## src/rtl/pipelined_adder_if.sv

```systemverilog
// Operand/result handshake bundle for pipelined_adder.
// The ovf signal exists only when PIPELINED_ADDER_OVF_EN is defined.
interface pipelined_adder_if #(
  parameter int unsigned WIDTH = 32
);
  logic             in_valid;
  logic             in_ready;
  logic [WIDTH-1:0] a;
  logic [WIDTH-1:0] b;
  logic             cin;
  logic             sub;
  logic             out_valid;
  logic             out_ready;
  logic [WIDTH-1:0] sum;
  logic             cout;

`ifdef PIPELINED_ADDER_OVF_EN
  logic             ovf;

  modport master (
    output in_valid, a, b, cin, sub, out_ready,
    input  in_ready, out_valid, sum, cout, ovf
  );

  modport slave (
    input  in_valid, a, b, cin, sub, out_ready,
    output in_ready, out_valid, sum, cout, ovf
  );
`else
  modport master (
    output in_valid, a, b, cin, sub, out_ready,
    input  in_ready, out_valid, sum, cout
  );

  modport slave (
    input  in_valid, a, b, cin, sub, out_ready,
    output in_ready, out_valid, sum, cout
  );
`endif
endinterface

```

## src/rtl/pipelined_adder.sv

```systemverilog
// Pipelined ripple-carry adder/subtractor: STAGES segments of WIDTH/STAGES bits with the carry
// registered between segments. Define PIPELINED_ADDER_OVF_EN for the registered signed-overflow ovf.
module pipelined_adder #(
  parameter int unsigned WIDTH  = 32,
  parameter int unsigned STAGES = 4
) (
  input logic              clk,
  input logic              rst,
  pipelined_adder_if.slave bus
);

  if (WIDTH < 1 || STAGES < 1 || STAGES > WIDTH || (WIDTH % STAGES) != 0) begin : g_bad_params
    $error("pipelined_adder: STAGES must lie in 1..WIDTH and divide WIDTH exactly");
  end

  localparam int unsigned SegW = WIDTH / STAGES;

  // Per-stage registers; bits of sum above the finished slices are still zero.
  logic [WIDTH-1:0]  a_q [STAGES];
  logic [WIDTH-1:0]  b_q [STAGES];
  logic [WIDTH-1:0]  s_q [STAGES];
  logic [STAGES-1:0] c_q;
  logic [STAGES-1:0] v_q;

  logic [WIDTH-1:0]  a_in [STAGES];
  logic [WIDTH-1:0]  b_in [STAGES];
  logic [WIDTH-1:0]  s_in [STAGES];
  logic [WIDTH-1:0]  s_d  [STAGES];
  logic [STAGES-1:0] c_in;
  logic [STAGES-1:0] c_d;
  logic [STAGES-1:0] v_in;
  logic [SegW:0]     seg;
  logic              advance;

  // Global stall: a bubble in front of a blocked output is not squeezed out.
  assign advance      = !v_q[STAGES-1] || bus.out_ready;
  assign bus.in_ready = advance;

  always_comb begin
    // Subtraction becomes a + ~b + 1 before the first segment.
    a_in[0] = bus.a;
    b_in[0] = bus.sub ? ~bus.b : bus.b;
    s_in[0] = '0;
    c_in[0] = bus.sub | bus.cin;
    v_in[0] = bus.in_valid;
    for (int k = 1; k < STAGES; k++) begin
      a_in[k] = a_q[k-1];
      b_in[k] = b_q[k-1];
      s_in[k] = s_q[k-1];
      c_in[k] = c_q[k-1];
      v_in[k] = v_q[k-1];
    end
    seg = '0;
    for (int k = 0; k < STAGES; k++) begin
      seg = {1'b0, a_in[k][k*SegW +: SegW]} + {1'b0, b_in[k][k*SegW +: SegW]}
          + {{SegW{1'b0}}, c_in[k]};
      s_d[k] = s_in[k];
      s_d[k][k*SegW +: SegW] = seg[SegW-1:0];
      c_d[k] = seg[SegW];
    end
  end

  always_ff @(posedge clk) begin
    if (rst) begin
      for (int k = 0; k < STAGES; k++) begin
        a_q[k] <= '0;
        b_q[k] <= '0;
        s_q[k] <= '0;
      end
      c_q <= '0;
      v_q <= '0;
    end else if (advance) begin
      for (int k = 0; k < STAGES; k++) begin
        a_q[k] <= a_in[k];
        b_q[k] <= b_in[k];
        s_q[k] <= s_d[k];
      end
      c_q <= c_d;
      v_q <= v_in;
    end
  end

  assign bus.out_valid = v_q[STAGES-1];
  assign bus.sum       = s_q[STAGES-1];
  assign bus.cout      = c_q[STAGES-1];

`ifdef PIPELINED_ADDER_OVF_EN
  logic ovf_q;

  // Carry into the MSB is a^b^sum at that bit; b is already inverted for subtraction.
  always_ff @(posedge clk) begin
    if (rst) begin
      ovf_q <= 1'b0;
    end else if (advance) begin
      ovf_q <= a_in[STAGES-1][WIDTH-1] ^ b_in[STAGES-1][WIDTH-1]
             ^ s_d[STAGES-1][WIDTH-1] ^ c_d[STAGES-1];
    end
  end

  assign bus.ovf = ovf_q;
`endif

endmodule

```

## src/flat_wrapper.sv

```systemverilog
// flat-port wrapper written by rule: the top's interface ports become plain ports
module pipelined_adder_flat 
#(
  parameter int unsigned WIDTH  = 32,
  parameter int unsigned STAGES = 4
)
  (clk, rst, bus_in_valid, bus_a, bus_b, bus_cin, bus_sub, bus_out_ready, bus_in_ready, bus_out_valid, bus_sum, bus_cout);
  pipelined_adder_if #(.WIDTH(WIDTH)) bus_i ();
  input logic clk;
  input logic rst;
  input wire logic [$bits(bus_i.in_valid)-1:0] bus_in_valid;
  input wire logic [$bits(bus_i.a)-1:0] bus_a;
  input wire logic [$bits(bus_i.b)-1:0] bus_b;
  input wire logic [$bits(bus_i.cin)-1:0] bus_cin;
  input wire logic [$bits(bus_i.sub)-1:0] bus_sub;
  input wire logic [$bits(bus_i.out_ready)-1:0] bus_out_ready;
  output wire logic [$bits(bus_i.in_ready)-1:0] bus_in_ready;
  output wire logic [$bits(bus_i.out_valid)-1:0] bus_out_valid;
  output wire logic [$bits(bus_i.sum)-1:0] bus_sum;
  output wire logic [$bits(bus_i.cout)-1:0] bus_cout;
  assign bus_i.in_valid = bus_in_valid;
  assign bus_i.a = bus_a;
  assign bus_i.b = bus_b;
  assign bus_i.cin = bus_cin;
  assign bus_i.sub = bus_sub;
  assign bus_i.out_ready = bus_out_ready;
  assign bus_in_ready = bus_i.in_ready;
  assign bus_out_valid = bus_i.out_valid;
  assign bus_sum = bus_i.sum;
  assign bus_cout = bus_i.cout;
  pipelined_adder #(.WIDTH(WIDTH), .STAGES(STAGES)) u_core (.clk(clk), .rst(rst), .bus(bus_i));
endmodule
```

## config.mk

```make
export PLATFORM = sky130hd
export DESIGN_NAME = pipelined_adder_flat
export DESIGN_NICKNAME = d
export VERILOG_FILES = /design/src/rtl/pipelined_adder_if.sv /design/src/rtl/pipelined_adder.sv /design/src/flat_wrapper.sv
export SDC_FILE = /design/constraint.sdc
export NUM_CORES = 1
export LEC_CHECK = 0
export ABC_AREA = 1
export ABC_CLOCK_PERIOD_IN_PS = 7140
export CORE_MARGIN = 5
export CORE_UTILIZATION = 56
export CTS_BUF_LIST = sky130_fd_sc_hd__clkbuf_16
export CTS_CLUSTER_SIZE = 10
export DETAILED_ROUTE_END_ITERATION = 12
export PLACE_DENSITY = 0.82
export SYNTH_ARGS = -nofsm -noshare
export SYNTH_HDL_FRONTEND = slang
export SYNTH_SLANG_ARGS = --single-unit
```

## constraint.sdc

```tcl
create_clock -name clk -period 7.14 [get_ports clk]
set_input_delay 0.714 -clock clk [delete_from_list [all_inputs] [get_ports clk]]
set_output_delay 0.714 -clock clk [all_outputs]
set_load 0.05 [all_outputs]
```

==> flow_metrics.py <==
metrics = {
    "detailed_routing": {
        "avgViaCountPerCell": 4.74,
        "drtAntennaViolNets": 0,
        "drtIter0Drc": 268,
        "via_count": 5280,
        "routed_wl_um": 13600,
        "drtPass1Iterations": 5,
        "wl_per_cell_um": 12.2,
        "drc": 0,
    },
    "synth": {
        "ys_seq_elements": 184,
        "synth_cell_type_count": 22,
        "synth_seq_area_share": 0.637,
        "synth_edf_count": 176,
        "async_flop_share": 0,
        "synth_xor_area_frac": 0.0338,
        "synth_top_family_by_area": "simple AND/OR/NAND/NOR gates",
        "yosys_warnings": 0,
        "yosys_most_used_dff": "edfxtp_1",
        "synth_nets": 915,
        "synth-simple-area-share": 0.153,
        "avgSynthCellArea_um2": 10.6,
        "synthCells": 809,
        "synth_compound_area_frac": 0.0231,
        "synth_area_um2": 8550,
        "yosys.area_share.adder": 0.0597,
        "muxShareOfSynthArea": 0,
    },
    "timing": {
        "period_minus_slack_ns": 2.99,
        "hold_viol": 0,
        "fin_skew_ns": 0.00605,
        "rsz0062_at_grt": "no",
        "fmax_mhz": 334,
        "tightest_slew_ns": 1.05,
        "slew_viol_final": 0,
        "timing.final.crit_share": 0.419,
        "setup_tns_ns": 0,
        "setup_viol": 0,
        "relSlewSlack": 0.297,
    },
    "die": {
        "rows": 45,
        "coreArea_um2": 15100,
        "start_util": 0.567,
        "ios": 105,
        "die_area_um2": 17800,
        "die_w_um": 134,
        "fp.dieH_um": 134,
    },
    "worst_setup_path": {
        "cpMaxStageDelayCell": "inv_4",
        "critical_path_class": "primary input to register",
        "cp-start-kind": "primary input",
        "crit_fanout": 110,
        "worstPathArrival_ns": 3.15,
        "critPathMostFrequentCell": "nor2_4",
        "cp-end-kind": "register",
        "cp_num_buf_inv": 3,
        "crit_family": "buffers and inverters",
        "cp.required_ns": 7.30,
        "cp_cell_sequence": "clkdlybuf4s50_1 > nor2_4 > nor2_4 > inv_4 > buf_4 > nor2_1",
        "worst_path_largest_cell_delay_ns": 0.75,
    },
    "pwr": {
        "leakage_nw": 4.56,
        "p_per_area_nw_per_um2": 251,
        "irDropWorstVdd_mv": 0.186,
    },
    "global_routing": {
        "track_usage": 0.163,
        "antenna_found_initial": 0,
        "first_global_vias": 5075,
        "grt_remaining_overflow": 0,
        "grt_pass1_wl_um": 23100,
        "grt_max_degree": 111,
    },
    "clock_network": {
        "post_cts_buffers": 0,
        "cts_hold_buf": 0,
        "cts_buffer_depth": 2,
        "cts_tree": "yes",
        "cts_sinks": 184,
        "h-tree-depth": 4,
        "clk_pin_slew_ns": 0.06,
        "ctsResizeCount": 0,
        "cts_root_buf": "clkbuf_16",
        "numCtsBuffers": 17,
        "insertion_delay_ns": 0.43,
    },
    "cells_and_area": {
        "drive_gt1_frac": 0.0497,
        "nNetsFinal": 1018,
        "syn_to_final_growth_pct": 21.1,
        "n_antenna_cell": 0,
        "final_cells": 1113,
        "fin_area_um2": 10400,
        "fin_util": 0.686,
    },
    "flow_run": {
        "drv_cap": 0,
    },
    "min_path": {
        "hold_path_class": "register to register",
    },
    "placed_design": {
        "gp_congestion": 0.788,
        "placed_area_um2": 9710,
        "dp.cells": 1081,
        "portBuffers": 104,
        "dp_hpwl_um": 9120,
    },
    "run_status": {
        "status": "completed",
    },
}
-- worst paths after layout --
path | to | slack [ns] | cells past startpoint | startpoint
worst min-delay path | u_core.v_q[2] | 0.47 | 2 | u_core.v_q[2]
worst max-delay path | u_core.b_q[0][89] | 4.15 | 6 | bus_out_ready
worst max register to register | u_core.b_q[0][89] | 4.54 | 6 | u_core.v_q[3]
worst min register to register | u_core.v_q[2] | 0.47 | 2 | u_core.v_q[2]
-- final cells by class --
class | instances | area [um2]
Sequential cell | 184 | 5450
Fill cell | 1077 | 4730
Multi-Input combinational cell | 428 | 2310
Timing Repair Buffer | 107 | 1060
Inverter | 174 | 656
Clock buffer | 17 | 425
Tap cell | 188 | 235
Clock inverter | 15 | 225
-- cell usage in the layout (no fill, tap or decap), types with 17 or more instances in the layout --
cell / n
nor2_1: 190
edfxtp_1: 176
inv_1: 173
clkdlybuf4s50_1: 103
nand2_1: 82
a21oi_1: 32
ha_1: 28
xnor2_1: 25
nand3_1: 25
clkbuf_16: 17
-- metrics by stage --
| step | hold slack, ns | total power, mW | setup slack (ns) |
|---|---|---|---|
| finish | 0.475 | 2.59 | 4.15 |
| global route | 0.498 | 2.71 | 3.92 |
| CTS | 0.477 | 2.61 | 4.15 |
| detailed placement | 0.468 | 1.61 | 3.71 |
| global placement | 0.456 | 1.59 | 3.77 |
| floorplan | 0.443 | 1.51 | 1.83 |
-- layer usage --
layer | track usage | vias up | part of all wire
met5 | 0 | - | 0
met3 | 0.0385 | 16 | 0.049
met1 | 0.206 | 2394 | 0.44
li1 | - | 2748 | -
met2 | 0.276 | 122 | 0.50
met4 | 0.0606 | 0 | 0.017
-- state kept, by name, summed over array words and instances (netlist names) --
signal	count
u_core.s_q	80
u_core.b_q	48
u_core.v_q	4
u_core.a_q	48
u_core.c_q	4
-- cells in the mapped netlist, types with 3 or more instances --
library cell | instances | area [um2]
a21oi_1 | 32 | 160
and2_1 | 5 | 31.3
buf_2 | 11 | 55.1
buf_4 | 11 | 82.6
dfxtp_1 | 8 | 160
edfxtp_1 | 176 | 5290
fa_1 | 8 | 160
ha_1 | 28 | 350
inv_1 | 173 | 649
nand2_1 | 83 | 312
nand3_1 | 25 | 125
nand3b_1 | 5 | 37.5
nor2_1 | 190 | 713
nor3b_1 | 3 | 22.5
o21ai_0 | 5 | 25.0
or2_2 | 7 | 43.8
xnor2_1 | 25 | 219
xor2_1 | 8 | 70.1
-- worst reg2reg max path, cell delays in order (launching register included) --
cell,delay (ns)
dfxtp_1,0.32
inv_1,0.06
nor2_4,0.21
nor2_4,0.19
inv_4,0.75
buf_4,0.67
nor2_1,0.12
-- cell families after synthesis --
kind of cell / Yosys count
flops: 184
xor+xnor: 33
compound gates: 39
fa+ha+maj: 36
simple gates: 320
buf+inv: 197
-- power by group --
part / internal [mW] / switching [mW] / total (mW)
logic: 0.126 / 0.172 / 0.298
registers: 1.26 / 0.0231 / 1.29
clock network: 0.623 / 0.386 / 1.01
No activity file was read; power rests on OpenSTA's default activity.
